<file path="src/rtl/mips_pkg.sv">
// Shared MIPS definitions: instruction kinds, opcode/funct codes, loader FSM states.
// Used by the instruction encoder/loader and the control decoder.
package mips_pkg;

   typedef enum logic [3:0] {
      K_ADD  = 4'd0,
      K_SUB  = 4'd1,
      K_AND  = 4'd2,
      K_OR   = 4'd3,
      K_SLT  = 4'd4,
      K_LW   = 4'd5,
      K_SW   = 4'd6,
      K_BEQ  = 4'd7,
      K_J    = 4'd8,
      K_ANDI = 4'd9,
      K_ADDI = 4'd10,
      K_ORI  = 4'd11
   } instr_kind_t;

   localparam logic [5:0] OP_RTYPE = 6'b000000;
   localparam logic [5:0] OP_LW    = 6'b100011;
   localparam logic [5:0] OP_SW    = 6'b101011;
   localparam logic [5:0] OP_BEQ   = 6'b000100;
   localparam logic [5:0] OP_J     = 6'b000010;
   localparam logic [5:0] OP_ANDI  = 6'b001100;
   localparam logic [5:0] OP_ADDI  = 6'b001000;
   localparam logic [5:0] OP_ORI   = 6'b001101;

   localparam logic [5:0] FN_ADD   = 6'b100000;
   localparam logic [5:0] FN_SUB   = 6'b100010;
   localparam logic [5:0] FN_AND   = 6'b100100;
   localparam logic [5:0] FN_OR    = 6'b100101;
   localparam logic [5:0] FN_SLT   = 6'b101010;

   typedef enum logic [1:0] {
      IDLE = 2'd0,
      LOAD = 2'd1,
      FULL = 2'd2
   } state_t;

   function automatic logic [31:0] enc_r(input logic [4:0] rs, input logic [4:0] rt,
                                          input logic [4:0] rd, input logic [5:0] funct);
      return {OP_RTYPE, rs, rt, rd, 5'b00000, funct};
   endfunction

   function automatic logic [31:0] enc_i(input logic [5:0] op, input logic [4:0] rs,
                                          input logic [4:0] rt, input logic [15:0] imm);
      return {op, rs, rt, imm};
   endfunction

   function automatic logic [31:0] enc_j(input logic [5:0] op, input logic [25:0] target);
      return {op, target};
   endfunction

endpackage

</file>
<file path="src/rtl/instr_encode.sv">
// Combinational MIPS instruction encoder: kind plus fields in, 32-bit word out.
// Kinds outside the defined set raise illegal and produce a zero word.
module instr_encode
   import mips_pkg::*;
(
   input  logic [3:0]  kind,
   input  logic [4:0]  rs,
   input  logic [4:0]  rt,
   input  logic [4:0]  rd,
   input  logic [15:0] imm,
   input  logic [25:0] target,
   output logic [31:0] word,
   output logic        illegal
);

   // Select layout and opcode/funct for the offered kind.
   always_comb begin
      word    = 32'd0;
      illegal = 1'b0;
      case (instr_kind_t'(kind))
         K_ADD:   word = enc_r(rs, rt, rd, FN_ADD);
         K_SUB:   word = enc_r(rs, rt, rd, FN_SUB);
         K_AND:   word = enc_r(rs, rt, rd, FN_AND);
         K_OR:    word = enc_r(rs, rt, rd, FN_OR);
         K_SLT:   word = enc_r(rs, rt, rd, FN_SLT);
         K_LW:    word = enc_i(OP_LW, rs, rt, imm);
         K_SW:    word = enc_i(OP_SW, rs, rt, imm);
         K_BEQ:   word = enc_i(OP_BEQ, rs, rt, imm);
         K_J:     word = enc_j(OP_J, target);
         K_ANDI:  word = enc_i(OP_ANDI, rs, rt, imm);
         K_ADDI:  word = enc_i(OP_ADDI, rs, rt, imm);
         K_ORI:   word = enc_i(OP_ORI, rs, rt, imm);
         default: begin
            word    = 32'd0;
            illegal = 1'b1;
         end
      endcase
   end

endmodule

</file>
<file path="src/rtl/instr_encoder_loader.sv">
// Streams encoded MIPS instructions into instruction memory, one word per accept,
// with a registered write port and a bounded, non-wrapping write pointer.
module instr_encoder_loader
   import mips_pkg::*;
#(
   parameter  int DEPTH  = 256,
   localparam int ADDR_W = $clog2(DEPTH)
) (
   input  logic              clk,
   input  logic              reset,
   input  logic              start,
   input  logic              finish,
   input  logic              in_valid,
   output logic              in_ready,
   input  logic [3:0]        in_kind,
   input  logic [4:0]        in_rs,
   input  logic [4:0]        in_rt,
   input  logic [4:0]        in_rd,
   input  logic [15:0]       in_imm,
   input  logic [25:0]       in_target,
   output logic              mem_we,
   output logic [ADDR_W-1:0] mem_addr,
   output logic [31:0]       mem_wdata,
   output logic [ADDR_W:0]   word_count,
   output logic              busy,
   output logic              done,
   output logic              err_illegal
);

   localparam logic [ADDR_W:0] LAST_CNT = (ADDR_W+1)'(DEPTH - 1);
   localparam logic [ADDR_W:0] ONE_CNT  = (ADDR_W+1)'(1);

   state_t      state;
   logic [31:0] enc_word;
   logic        enc_illegal;
   logic        accept_legal;

   instr_encode u_encode (
      .kind    (in_kind),
      .rs      (in_rs),
      .rt      (in_rt),
      .rd      (in_rd),
      .imm     (in_imm),
      .target  (in_target),
      .word    (enc_word),
      .illegal (enc_illegal)
   );

   assign accept_legal = in_valid && in_ready && !enc_illegal;

   // Loader FSM with registered write port, handshake and status outputs.
   always_ff @(posedge clk) begin
      if (reset) begin
         state       <= IDLE;
         in_ready    <= 1'b0;
         busy        <= 1'b0;
         mem_we      <= 1'b0;
         mem_addr    <= '0;
         mem_wdata   <= 32'd0;
         word_count  <= '0;
         done        <= 1'b0;
         err_illegal <= 1'b0;
      end else begin
         mem_we <= 1'b0;
         done   <= 1'b0;
         case (state)
            IDLE: begin
               if (start) begin
                  state       <= LOAD;
                  in_ready    <= 1'b1;
                  busy        <= 1'b1;
                  word_count  <= '0;
                  err_illegal <= 1'b0;
               end
            end
            LOAD: begin
               if (in_valid && enc_illegal) begin
                  err_illegal <= 1'b1;
               end
               if (accept_legal) begin
                  mem_we     <= 1'b1;
                  mem_addr   <= word_count[ADDR_W-1:0];
                  mem_wdata  <= enc_word;
                  word_count <= word_count + ONE_CNT;
               end
               // finish wins over filling up; the final write still lands with done
               if (finish) begin
                  state    <= IDLE;
                  in_ready <= 1'b0;
                  busy     <= 1'b0;
                  done     <= 1'b1;
               end else if (accept_legal && (word_count == LAST_CNT)) begin
                  state    <= FULL;
                  in_ready <= 1'b0;
               end
            end
            FULL: begin
               if (finish) begin
                  state <= IDLE;
                  busy  <= 1'b0;
                  done  <= 1'b1;
               end
            end
            default: begin
               state    <= IDLE;
               in_ready <= 1'b0;
               busy     <= 1'b0;
            end
         endcase
      end
   end

endmodule

</file>
<file path="config.mk">
export PLATFORM = sky130hd
export DESIGN_NAME = instr_encoder_loader
export DESIGN_NICKNAME = d
export VERILOG_FILES = /design/src/rtl/mips_pkg.sv /design/src/rtl/instr_encode.sv /design/src/rtl/instr_encoder_loader.sv
export SDC_FILE = /design/constraint.sdc
export NUM_CORES = 1
export LEC_CHECK = 0
export ABC_AREA = 1
export CAP_MARGIN = 0
export CELL_PAD_IN_SITES_DETAIL_PLACEMENT = 2
export CELL_PAD_IN_SITES_GLOBAL_PLACEMENT = 2
export CORE_ASPECT_RATIO = 0.7
export CORE_MARGIN = 5
export CORE_UTILIZATION = 21
export DETAILED_ROUTE_END_ITERATION = 8
export GPL_TIMING_DRIVEN = 0
export PLACE_DENSITY = 0.84
export SYNTH_ARGS = -nofsm -noshare
export SYNTH_HDL_FRONTEND = slang
export SYNTH_SLANG_ARGS = --single-unit
</file>
<file path="constraint.sdc">
create_clock -name clk -period 2.06 [get_ports clk]
set_input_delay 0.515 -clock clk [delete_from_list [all_inputs] [get_ports clk]]
set_output_delay 0.515 -clock clk [all_outputs]
set_load 0.05 [all_outputs]
</file>
# [After elaboration in Yosys (flattened, before gate mapping)]
# Cells that the tools add are included.
[totals] reg_bits=56 latch_bits=0 ram_bits=0 mem_bits_ro=0 in_bits=66 output_inout_bits=54 word_cells=71 n_memories=0
[classes] add_sub_neg=1 n_mul=0 div=0 magnitude_cmp=0 n_eq_ne=20 shifts=0 mux=21 bitwise_logic=3 n_reduce_logical=17
[op_table] op="32-bit case mux with 12 select lines" count=1
[op_table] op="9-bit 2-to-1 mux" count=2
[op_table] op="9-bit case mux with 2 select lines" count=1
[op_table] op="4-bit by 3-bit == test with 1-bit output (second input constant)" count=4
[op_table] op="4-bit == test (second input constant)" count=4
[op_table] op="3-bit AND reduction" count=4
[op_table] op="12-bit OR reduction" count=1
[op_table] op="9-bit by 1-bit adder with 9-bit output (second input constant)" count=1
[op_table] op="9-bit by 8-bit == test with 1-bit output (second input constant)" count=1
[op_table] op="1-bit 2-to-1 mux" count=9
[op_table] op="4-bit by 2-bit == test with 1-bit output (second input constant)" count=2
[op_table] op="2-bit 2-to-1 mux" count=4
[op_table] op="2-bit != test (second input constant)" count=4
[op_table] op="2-bit case mux with 3 select lines" count=1
[op_table] op="2-bit OR reduction" count=3
[op_table] op="4-bit by 1-bit == test with 1-bit output (second input constant)" count=1
[op_table] op="1-bit logical AND" count=4
[op_table] op="4-bit logical NOT" count=1
[op_table] op="1-bit case mux with 2 select lines" count=2
[op_table] op="2-bit AND reduction" count=2
[op_table] op="3-bit != test (second input constant)" count=1
[op_table] op="1-bit inverter" count=3
[op_table] op="1-bit case mux with 3 select lines" count=1
[op_table] op="2-bit by 1-bit == test with 1-bit output (second input constant)" count=1
[op_table] op="4 further kinds" count=4

# [Longest topological paths before layout]
[logic_depth] ltp_word=7 mapped_depth=11 ltp_nobuf=11

# [Hierarchy]
# A second synthesis with hierarchy kept.
[hier_totals] hier_cells=425 hier_area_um2=2842.7
[by_module_without_submodules] module="instr_encoder_loader" n_inst=1 cells_each=295 area_each_um2=2252.2 seq_area_each_um2=1121.1
[by_module_without_submodules] module="instr_encode" n_inst=1 cells_each=130 area_each_um2=590.6 seq_area_each_um2=0.0

# [Worst setup path after synthesis]
# Ideal clock, no wire load.
[synth_path] path_kind="register -> register" from="reg word_count[0]" to="reg state[1]" setup_time_ns=0.114 arrival_time_ns=1.850 required_time_ns=1.946 setup_slack_ns=0.096 path_stages_with_launch=10 path_buffers=0 period_less_slack_ns=1.964 cell_sequence="dfxtp_1 > ha_1 > nand4_1 > nor3_1 > ha_1 > nand3_1 > nand3_1 > nand2_1 > a21oi_1 > nor2_1"
[synth_via] elab_chain_len=4
[synth_lines] element="start: declaration" line_no="instr_encoder_loader.sv:24" rtl="output logic [ADDR_W:0] word_count,"
[synth_lines] element="start signal: assignment" line_no="instr_encoder_loader.sv:84" rtl="word_count <= word_count + ONE_CNT;"
[synth_lines] element="9-bit by 8-bit == test with 1-bit output" line_no="instr_encoder_loader.sv:92" rtl="end else if (accept_legal && (word_count == LAST_CNT)) begin"
[synth_lines] element="1-bit logical AND" line_no="instr_encoder_loader.sv:92"
[synth_lines] element="3-bit != test (no line)"
[synth_lines] element="3-bit AND reduction (no line)"
[synth_lines] element="end signal: assignment" line_no="instr_encoder_loader.sv:88" rtl="state <= IDLE;"
[synth_lines] element="end signal: assignment" line_no="instr_encoder_loader.sv:93" rtl="state <= FULL;"
[synth_lines] element="end signal: assignment" line_no="instr_encoder_loader.sv:99" rtl="state <= IDLE;"
[synth_lines] element="end: declaration" line_no="instr_encoder_loader.sv:33" rtl="state_t state;"
# Every way passes these cells.
# A chain may end at the register's enable or synchronous reset.

# [Worst setup path in the final report]
[layout_path] from="reg mem_wdata[26]" to="out mem_wdata[26]"
[layout_lines] element="start: declaration" line_no="instr_encoder_loader.sv:23" rtl="output logic [31:0] mem_wdata,"
[layout_lines] element="start signal: assignment" line_no="instr_encoder_loader.sv:83" rtl="mem_wdata <= enc_word;"
# No word-level cell between the ends.

==> results.json <==
{
  "crit_buf_inv": 1,
  "cp.depth": 1,
  "clock_sinks": 55,
  "synthCells": 410,
  "p_sw_mw": 1.32,
  "cp_max_fo": 2,
  "top_layer": "met4",
  "cts_tree": "done",
  "area_growth_pct": 56.6,
  "track_usage": 0.152,
  "clkPwrFrac": 0.272,
  "routed-wl-met2_mm": 5.38,
  "hold_viol": 0,
  "dr.pass1.iters": 4,
  "numCtsBuffers": 5,
  "grt_pass1_vias": 3489,
  "p_leak_nw": 1.79,
  "p_total_mw": 3.44,
  "drive_above_1_share": 0.0838,
  "dpl_cell_area_um2": 4150,
  "max_cap_viol_count": 0,
  "route.met3.wl_um": 842,
  "root_buffer": "clkbuf_16",
  "min_path_cells": 2,
  "drc_errors": 0,
  "h-tree-depth": 2,
  "start_util": 0.212,
  "peakVddDrop_v": 0.000343,
  "ys_ff_latch": 55,
  "io_buffers": 118,
  "power_density_nw_per_um2": 795,
  "grt_max_degree": 16,
  "final_design_area_no_fill_um2": 4330,
  "dr_total_vias": 3158,
  "grt_pass1_wl_mm": 18.9,
  "cts_buffer_depth": 2,
  "final-setup-viol-count": 0,
  "p_int_mw": 2.12,
  "hold_slack_ps": 470,
  "path_delay_family": "buffers and inverters",
  "rows": 35,
  "cp-end-kind": "output pin",
  "ys_types": 27,
  "drt-initial-drc-count": 82,
  "cp_data_arrival_time_ps": 1490,
  "max_stage_delay_ps": 870,
  "dp_hpwl_mm": 9.37,
  "relSlewSlack": 0.599,
  "fin_crit_sh": 0.974,
  "path_class": "flop to output pin",
  "place_congestion": 0.797,
  "die_w_um": 147,
  "fin_crit_ps": 2010,
  "reg2reg_depth": 9,
  "cp_slowest_cell": "clkdlybuf4s50_1",
  "rsz0062_at_grt": "no",
  "wire_per_inst_um": 16.7,
  "die_y_um": 106,
  "clock_skew_ps": 8.76,
  "required_ps": 1540,
  "status": "finished clean",
  "die_area_um2": 15600,
  "clk_pin_slew_ps": 70,
  "drtAntennaViolNets": 0,
  "layout_setup_ws_ps": 52.9,
  "routed_wl_mm": 11.7,
  "synth.yosys.seq_area_share": 0.398,
  "synth_warnings": 0,
  "viasPerCell": 4.49,
  "drv_slew": 0,
  "worstMarginPinSlew_ps": 599,
  "hp-class": "flop to flop",
  "worstSetupStartpointType": "flop",
  "crit_chain": "clkdlybuf4s50_1",
  "power_frac_comb": 0.376,
  "layout.nets": 607,
  "antenna_found_initial": 0,
  "syn-num-nets": 481,
  "fmaxAchievable_mhz": 498,
  "synth_area_um2": 2770,
  "clk_latency_ps": 300,
  "met1_length_mm": 5.38,
  "place_ws_ps": -325,
  "p_sw_frac": 0.383,
  "seqPwrFrac": 0.351,
  "num_io_pins": 120,
  "coreArea_um2": 13100,
  "syn_avg_cell_area_um2": 6.74,
  "diodes": 0,
  "grt_remaining_overflow": 0
}
## layer usage
metal	GRT usage	vias up
met2	0.252	84
met4	0.0352	0
met5	0	-
li1	-	1554
met3	0.0533	10
met1	0.192	1510
## cells in the mapped netlist (all sizes together)
library cell  count  share of area
xor2              1         0.0032
or2               4         0.0090
nand4             9          0.020
o21bai            2         0.0054
inv              42          0.057
a21oi            39          0.073
clkbuf            6          0.023
o21a              1         0.0027
o21ai            25          0.045
conb              1         0.0014
nand2           149           0.21
nand3            33          0.064
buf              12          0.025
clkinv            1         0.0014
dfxtp            55           0.40
a22oi             2         0.0054
ha                5          0.023
nor3              2         0.0036
nor2             21          0.031
## stage by stage
| stage | instances | setup TNS, ps | util |
|---|---|---|---|
| after detailed placement | 694 | -5710 | 0.318 |
| after global routing | 703 | 0 | 0.332 |
| final | 703 | 0 | 0.332 |
| after CTS | 702 | 0 | 0.330 |
| after floorplan | 410 | 0 | - |
| after global placement | 694 | -3560 | 0.318 |
## registers in the layout, summed over array words and instances (netlist names)
signal,cells
busy,1
done,1
err_illegal,1
in_ready,1
mem_addr,8
mem_wdata,31
mem_we,1
state,2
word_count,9
## cells in the final DEF, fill, tap and decap left out, types with 2 or more instances in the layout
cell | netlist | routed
nand2_1 | 145 | 143
nand2_2 | 3 | 5
dfxtp_1 | 55 | 53
a21oi_2 | 2 | 2
clkbuf_1 | 2 | 2
or2_2 | 4 | 4
o21ai_0 | 25 | 25
inv_1 | 40 | 40
dlygate4sd2_1 | 0 | 5
inv_2 | 2 | 2
buf_4 | 4 | 5
buf_2 | 8 | 8
clkdlybuf4s50_1 | 0 | 112
clkbuf_16 | 0 | 5
clkbuf_8 | 4 | 6
nand3_1 | 32 | 32
o21bai_1 | 2 | 2
a22oi_1 | 2 | 2
ha_1 | 5 | 5
dfxtp_2 | 0 | 2
nand4_1 | 9 | 9
a21oi_1 | 37 | 37
nor2_1 | 20 | 19
## kinds of logic (layout without fill, tap and decap cells)
| family | Yosys count | after routing | share of synthesized area |
|---|---|---|---|
| AOI/OAI and AO/OA | 69 | 69 | 0.132 |
| DFF | 55 | 55 | 0.398 |
| adders and majority gates | 5 | 5 | 0.0226 |
| xor gates and xnor gates | 1 | 1 | 0.00317 |
| buffers and inverters | 61 | 188 | 0.106 |
| other | 1 | 1 | 0.00136 |
| and+or+nand+nor | 218 | 218 | 0.336 |
## what timing repair did
| action | CTS | global route |
|---|---|---|
| hold buffers | 0 | 0 |
| resized for setup | 6 | 8 |
| buffers inserted | 0 | 1 |
| setup endpoints to repair | 6 | 18 |
| pin swaps | 0 | 2 |
## area by class of cell
class / instances / area, um^2
repair buffers: 119 / 1180
flip-flops and latches: 55 / 1100
multi-input cells: 294 / 1380
clock buffers: 8 / 156
plain buffers: 18 / 134
fillers: 1544 / 8720
inverters: 43 / 161
well taps: 166 / 208
## final timing paths
kind | from | endpoint | slack [ps]
max reg2reg | word_count[0] | state[1] | 150
min | mem_wdata[2] | mem_wdata[2] | 470
min reg2reg | mem_wdata[2] | mem_wdata[2] | 470
max | mem_wdata[26] | mem_wdata[26] | 50
## power groups by stage
stage                     Combinational [mW]  Sequential, mW  Clock, mW
after floorplan                        0.614            1.42          0
after global placement                  1.23            1.22          0
after detailed placement                1.30            1.23          0
after CTS                               1.31            1.21      0.972
after global routing                    1.43            1.22       1.01
final                                   1.30            1.21      0.937
Note: power is estimated with default switching activity, not from simulation.
